<file path="src/rtl/collision_scheduler.sv">
// Time-multiplexed player-vs-obstacle collision scanner over an NOBST-slot obstacle table.
// Optional horizontal tolerance check enabled by defining COLLISION_HCHECK_EN.
module collision_scheduler #(
  parameter  int HWIDTH      = 12,
  parameter  int VWIDTH      = 12,
  parameter  int LWIDTH      = 2,
  parameter  int COUNT_WIDTH = 32,
  parameter  int NOBST       = 8,
  parameter  int VTOL        = 5,
  parameter  int HTOL        = 16,
  localparam int IWIDTH      = $clog2(NOBST)
) (
  input  logic                     clk,
  input  logic                     rst_n,
  input  logic                     frame_start,
  input  logic                     clear,
  input  logic signed [HWIDTH-1:0] player_hoffset,
  input  logic signed [VWIDTH-1:0] player_voffset,
  input  logic        [LWIDTH-1:0] player_lane,
  output logic        [IWIDTH-1:0] obst_idx,
  input  logic                     obst_valid,
  input  logic signed [HWIDTH-1:0] obst_hoffset,
  input  logic signed [VWIDTH-1:0] obst_voffset,
  input  logic        [LWIDTH-1:0] obst_lane,
  output logic                     busy,
  output logic                     done,
  output logic                     hit,
  output logic        [IWIDTH-1:0] hit_slot,
  output logic                     frame_hit,
  output logic                     overrun,
  output logic   [COUNT_WIDTH-1:0] count
);

  typedef enum logic [1:0] {IDLE, FETCH, CHECK, DONE} state_t;

  localparam logic [VWIDTH:0]   VTOL_L    = (VWIDTH+1)'(VTOL);
  localparam logic [IWIDTH-1:0] LAST_SLOT = IWIDTH'(NOBST-1);

  state_t                    state;
  logic [IWIDTH-1:0]         slot;
  logic [NOBST-1:0]          armed;
  logic                      scan_hit;
  logic                      match;
  logic                      new_hit;
  logic signed [VWIDTH-1:0]  snap_v;
  logic        [LWIDTH-1:0]  snap_lane;

  // One extra bit keeps the difference exact even between opposite extremes.
  function automatic logic [VWIDTH:0] abs_diff_v(input logic signed [VWIDTH-1:0] a,
                                                 input logic signed [VWIDTH-1:0] b);
    logic signed [VWIDTH:0] d;
    d = (VWIDTH+1)'(a) - (VWIDTH+1)'(b);
    return d[VWIDTH] ? (VWIDTH+1)'(-d) : (VWIDTH+1)'(d);
  endfunction

  function automatic logic [COUNT_WIDTH-1:0] sat_inc(input logic [COUNT_WIDTH-1:0] c);
    return (&c) ? c : c + COUNT_WIDTH'(1);
  endfunction

`ifdef COLLISION_HCHECK_EN
  localparam logic [HWIDTH:0] HTOL_L = (HWIDTH+1)'(HTOL);

  logic signed [HWIDTH-1:0] snap_h;

  function automatic logic [HWIDTH:0] abs_diff_h(input logic signed [HWIDTH-1:0] a,
                                                 input logic signed [HWIDTH-1:0] b);
    logic signed [HWIDTH:0] d;
    d = (HWIDTH+1)'(a) - (HWIDTH+1)'(b);
    return d[HWIDTH] ? (HWIDTH+1)'(-d) : (HWIDTH+1)'(d);
  endfunction

  always_ff @(posedge clk) begin
    if (state == IDLE && frame_start) snap_h <= player_hoffset;
  end

  always_comb begin
    match = obst_valid && (obst_lane == snap_lane) &&
            (abs_diff_v(obst_voffset, snap_v) <= VTOL_L) &&
            (abs_diff_h(obst_hoffset, snap_h) <= HTOL_L);
  end
`else
  logic        unused_h;
  logic [31:0] unused_htol;
  assign unused_h    = ^{player_hoffset, obst_hoffset};
  assign unused_htol = 32'(HTOL);

  always_comb begin
    match = obst_valid && (obst_lane == snap_lane) &&
            (abs_diff_v(obst_voffset, snap_v) <= VTOL_L);
  end
`endif

  assign new_hit  = match && armed[slot];
  assign obst_idx = slot;

  // Player snapshot is pure data and is only ever consumed during a scan.
  always_ff @(posedge clk) begin
    if (state == IDLE && frame_start) begin
      snap_v    <= player_voffset;
      snap_lane <= player_lane;
    end
  end

  always_ff @(posedge clk or negedge rst_n) begin
    if (!rst_n) begin
      state     <= IDLE;
      slot      <= '0;
      armed     <= '1;
      scan_hit  <= 1'b0;
      busy      <= 1'b0;
      done      <= 1'b0;
      hit       <= 1'b0;
      hit_slot  <= '0;
      frame_hit <= 1'b0;
      overrun   <= 1'b0;
      count     <= '0;
    end else begin
      done <= 1'b0;
      hit  <= 1'b0;
      if (frame_start && state != IDLE) overrun <= 1'b1;

      case (state)
        IDLE: begin
          if (frame_start) begin
            slot     <= '0;
            busy     <= 1'b1;
            scan_hit <= 1'b0;
            state    <= FETCH;
          end
        end
        FETCH: state <= CHECK;
        CHECK: begin
          if (new_hit) begin
            hit         <= 1'b1;
            hit_slot    <= slot;
            scan_hit    <= 1'b1;
            count       <= sat_inc(count);
            armed[slot] <= 1'b0;
          end else if (!obst_valid) begin
            armed[slot] <= 1'b1;
          end
          if (slot == LAST_SLOT) begin
            busy      <= 1'b0;
            done      <= 1'b1;
            frame_hit <= scan_hit | new_hit;
            state     <= DONE;
          end else begin
            slot  <= slot + IWIDTH'(1);
            state <= FETCH;
          end
        end
        DONE:    state <= IDLE;
        default: state <= IDLE;
      endcase

      // Placed last so a coincident counted hit loses its increment and disarm.
      if (clear) begin
        count <= '0;
        armed <= '1;
      end
    end
  end

endmodule
</file>
<file path="config.mk">
export PLATFORM = sky130hd
export DESIGN_NAME = collision_scheduler
export DESIGN_NICKNAME = d
export VERILOG_FILES = /design/src/rtl/collision_scheduler.sv
export SDC_FILE = /design/constraint.sdc
export NUM_CORES = 1
export LEC_CHECK = 0
export BUFFER_PORTS_ARGS = -buffer_cell sky130_fd_sc_hd__buf_4
export CAP_MARGIN = 20
export CORE_MARGIN = 4
export CORE_UTILIZATION = 45
export DETAILED_ROUTE_END_ITERATION = 8
export GPL_TIMING_DRIVEN = 0
export PLACE_DENSITY_LB_ADDON = 0.1
export SLEW_MARGIN = 5
export SYNTH_ARGS = -nofsm -noshare
export SYNTH_HDL_FRONTEND = slang
export SYNTH_SLANG_ARGS = --single-unit
</file>
<file path="constraint.sdc">
create_clock -name clk -period 5 [get_ports clk]
set_input_delay 1.25 -clock clk [delete_from_list [all_inputs] [get_ports clk]]
set_output_delay 1.25 -clock clk [all_outputs]
set_load 0.02 [all_outputs]
</file>
# Yosys cells after proc, flatten, opt, wreduce, memory -nomap -nowiden
# Cells that the tools add are included.
# Widths: inputs -> output; s select.
# op_classes
bitwise	4
mux	29
eq_ne	11
magnitude_cmp	3
reduce_logical	19
n_addsub	4
# ops
operator	count
$mux 32	4
$add 32x1->32 const B	1
$mux 8	4
$reduce_and 32->1	1
$le 13x3->1 const B	1
$mux 13	1
$neg 13->13	1
$sub 12x12->13	1
$reduce_and 3->1	4
$mux 1	10
$ne 2x2->1 const B	5
$and 8x8->8	1
$not 8->8	1
$or 8x8->8	1
$pmux 2 s4	1
$reduce_bool 2->1	4
$logic_and 1x1->1	6
$mux 3	2
$pmux 3 s2	1
$reduce_and 2->1	3
$eq 2x2->1 const B	2
$lt 3x4->1 const B	1
$mux 2	2
$pmux 1 s2	2
other kinds (10)	10
# word_totals
in_bits	57
reg_bits	68

# Longest topological paths before layout
# logic_depth
ltp_word	9
ltp_mapped	14
mapped_depth_nobuf	12

# Worst setup path after synthesis
# Ideal clock, no wire load.
# synth_path
path_kind	input to register
start	in obst_voffset[0]
end	reg count[8]
t_required_ps	4875
t_arrival_ps	4346
path_buffers	2
setup_time_ps	125
path_slack_ps	529
path_stages	14
path_cell_list	inv_1 > ha_1 > fa_1 > nand2b_1 > a21oi_1 > xor2_1 > nor3_1 > nand3b_1 > a311o_1 > a311o_1 > buf_6 > buf_2 > nor3_1 > mux2_2
# synth_via
elab_chain_len	8
# synth_rtl
item	line_no	rtl
start: declaration	23	input logic signed [VWIDTH-1:0] obst_voffset,
$sub 12x12->13 (*)	52	d = (VWIDTH+1)'(a) - (VWIDTH+1)'(b);
$neg 13->13	53	return d[VWIDTH] ? (VWIDTH+1)'(-d) : (VWIDTH+1)'(d);
$mux 13 (*)	53	
$le 13x3->1 (*)	89	(abs_diff_v(obst_voffset, snap_v) <= VTOL_L);
$logic_and 1x1->1 (*)	88	match = obst_valid && (obst_lane == snap_lane) &&
$logic_and 1x1->1 (*)	93	assign new_hit = match && armed[slot];
$reduce_bool 2->1 (no line) (*)	--	
$reduce_and 3->1 (no line) (*)	--	
end signal: assignment	137	count <= sat_inc(count);
end: declaration	31	output logic [COUNT_WIDTH-1:0] count
# Mark *: on every way between the ends. The rest lies on a longest branch, timed or not.
# A chain may end at the register's enable or synchronous reset.

# Final worst setup path
# layout_path
start	in obst_voffset[0]
end	reg count[20]
# The elaborated chain is that of the path after synthesis.

==> key figures <==
Floorplan
  – Row count: 36
  – I/O pin count: 100
  – Initial Util: 45.94%
  – Die height: 107.7 µm
  – Core area: 9729 µm²
  – Die W: 107.7 µm
  – DIE AREA: 11590 µm²

Critical path
  – CP Data Arrival Time: 4.81 ns
  – Critical path required time: 5.23 ns
  – Critical path fanouts, max: 10
  – Origin of the critical flop-to-flop path: snap_v[0]
  – CP Class: input port to flop
  – Setup crit start kind: input port
  – CP Capture Type: flop
  – CP Capture Point: count[20]
  – Crit. Startpoint: obst_voffset[0]
  – Worst r2r path cells: 13
  – Reg2Reg Setup Slack: 1.04 ns
  – Critical R2R Capture: count[20]

CTS
  – Post_cts resized: 0
  – TritonCTS buffer count: 9
  – CTS H-tree lvls: 3
  – CTS tree: yes
  – Clk buf depth: 2
  – Count of hold-fix buffers inserted at cts: 0
  – Clock sinks: 68
  – Clock-pin slew on the worst setup and hold paths: 0.08 ns
  – Skew-Pair Late Insertion Delay: 0.35 ns
  – Clk Tree Root Cell: clkbuf_8
  – Postcts setup bufs: 0

Run
  – Max_cap viols: 0

Drt
  – Routed wire per std cell: 16.64 µm
  – Routed Antenna Nets: 0
  – DR vias/cell: 5.731
  – DRT iter0 DRCs: 175
  – First drt pass iteration count: 4
  – DRC Markers: 0
  – WL final: 11550 µm
  – Routed via count: 3977

Final layout
  – Fill count: 907
  – N_diodes: 0
  – Fin nets: 630
  – FF+latch area: 1782 µm²
  – Area occupied by multi-input gates: 2486 µm²
  – Area delta synth->final: 21.05%
  – Share of layout cells above drive strength 1: 24.60%

Timing
  – Fmax achieved: 218.1 MHz
  – Worst slew pin tran: 0.6935 ns
  – Skew final: 0.01282 ns
  – Worst slew margin: 53.77%
  – Final Cycle Share: 91.70%
  – Final setup TNS: 0 ns
  – Final hold violation count: 0
  – Period minus WS final: 4.585 ns
  – RSZ-0062 raised after global routing: no
  – Slew Limit Fails: 0
  – Setup violations, final: 0

Synth
  – Top-count cell post-synth: dfrtp_1
  – EDFF count, synth: 14
  – Register area share after synthesis: 39.87%
  – Area leader, netlist: dfrtp_1
  – Synth top area cells: dfrtp_1 (26%), edfxtp_1 (9.4%), dfstp_2 (4.7%)
  – Share of the synthesized area in the top cell type: 25.76%
  – Ys flop type: dfrtp_1
  – Synthesis warning total: 0
  – Synthesized area: 4469 µm²
  – Post-Syn Nets: 542
  – Synth cell count leaders: dfrtp_1 (46), nor2_1 (37), nor2b_1 (25), inv_1 (21), nand3_1 (21)
  – Post-synthesis cell type count: 67
  – Yosys reg bits: 68
  – Cells after Synth: 468
  – Async SR Flop Fraction: 79.41%
  – Avg Inst Size Synth: 9.550 µm²

Run status
  – Status: complete, no violations

Global routing
  – Vias in the first global route: 3960
  – First-pass GRT wire length: 19330 µm
  – Total GRT Usage: 20.77%
  – Initial antenna violation count: 0
  – Global route total overflow: 0
  – Pin count of the biggest net entering global routing: 55

Place
  – # port buffers: 75
  – Post-DP HPWL: 8502 µm
  – Final Wtd Congestion: 0.8874

Worst hold path
  – Tightest Hold Check Type: flop to flop
  – Hold Path Origin: overrun

Power and ir drop
  – Pint: 1075 µW
  – Seq pwr share: 37.0%
  – Part of the power in combinational logic: 36.7%
  – Peak supply drop: 0.1470 mV
  – Switching Fraction: 37.88%
  – P per Cell Area: 319.8 nW/µm²
  – Leak pwr: 0.002302 µW
  – Sw Pwr: 655.4 µW
  – Clock share of power: 26.3%
  – Pwr Total: 1730 µW
==> worst min-delay path by stage <==
stage               endpoint  slack (ns)  cells past startpoint
global placement     overrun        0.46                      1
detailed placement   overrun        0.45                      1
floorplan           scan_hit        0.47                      2
global route         overrun        0.48                      1
CTS                  overrun        0.47                      1
finish               overrun        0.47                      1
==> per-layer routing <==
layer  vias up  part of all wire, %  track usage [%]  routed length (µm)
met5         -                    0                0                   0
met4         0                  2.1            7.755                 241
met3        22                  4.6            3.299                 532
met2       101                   50            34.37                5791
met1      1917                   43            27.40                4979
li1       1937                    -                -                   -
==> state kept, by name (all words and copies together), names as in the netlist <==
signal and flops:
frame_hit 1, hit 1, overrun 1, done 1
snap_lane 2, hit_slot 3, armed 8, state 2
obst_idx 3, count 32, scan_hit 1, snap_v 12
busy 1
==> critical path, cell delays in order <==
cell and delay, ns:
buf_4 0.08, inv_1 0.03, ha_1 0.22, fa_1 0.40, nand2b_1 0.19, a21oi_1 0.26
xor2_1 0.42, nor3_1 0.18, nand3b_1 0.20, a311o_1 0.27, a311o_1 0.37, buf_6 0.16
buf_2 0.18, nor3_1 0.24, mux2_1 0.36
==> placed cells by master (no fill, tap or decap), types with 12 or more instances in the layout <==
cell type / Yosys / final
a21oi_1: 19 / 19
clkbuf_1: 15 / 15
dfrtp_1: 46 / 46
mux2_2: 12 / 12
nor2b_1: 25 / 25
ha_1: 16 / 16
or4_1: 12 / 12
nand4_1: 14 / 14
nor3_1: 18 / 18
nor2_1: 37 / 37
nand3_1: 21 / 21
edfxtp_1: 14 / 14
inv_1: 21 / 21
nand2_1: 20 / 20
buf_4: 0 / 76
==> metrics by stage <==
step / util, % / cell area [µm²] / instances / hold WS (ns) / setup slack [ns]
2_1_floorplan: - / 4469 / 468 / 0.4728 / 0.5294
3_3_place_gp: 53.43 / 5199 / 676 / 0.4559 / 0.1133
3_5_place_dp: 53.56 / 5211 / 677 / 0.4541 / 0.08160
4_1_cts: 55.53 / 5403 / 693 / 0.4739 / 0.4467
5_1_grt: 55.61 / 5410 / 694 / 0.4850 / 0.1714
6_report: 55.61 / 5410 / 694 / 0.4690 / 0.4151
==> power groups by stage <==
stage | Sequential [µW] | Clock [µW] | Combinational [µW]
2_1_floorplan | 662 | 0 | 438
3_3_place_gp | 653 | 0 | 613
3_5_place_dp | 652 | 0 | 632
4_1_cts | 641 | 463 | 636
5_1_grt | 647 | 487 | 707
6_report | 640 | 455 | 636
==> final cells by class <==
type                       count  area share, %
multi-input combinational    352          45.95
sequential                    68          32.93
timing repair buffer          77          10.68
tap                          133          3.076
buffer                        27          2.359
clock buffer                   9          2.290
inverter                      21          1.457
clock inverter                 7          1.249
==> logic make-up (layout without fill, tap and decap cells) <==
kind of cell,Yosys count,after routing,synth area share (%)
fa+ha+maj,17,17,4.927
compound gates,96,96,16.13
xor+xnor,12,12,2.352
mux,29,29,7.699
flops,68,68,39.87
simple gates,198,198,24.41
buf+inv,48,141,4.619
No activity file was read; power rests on OpenSTA's default activity.
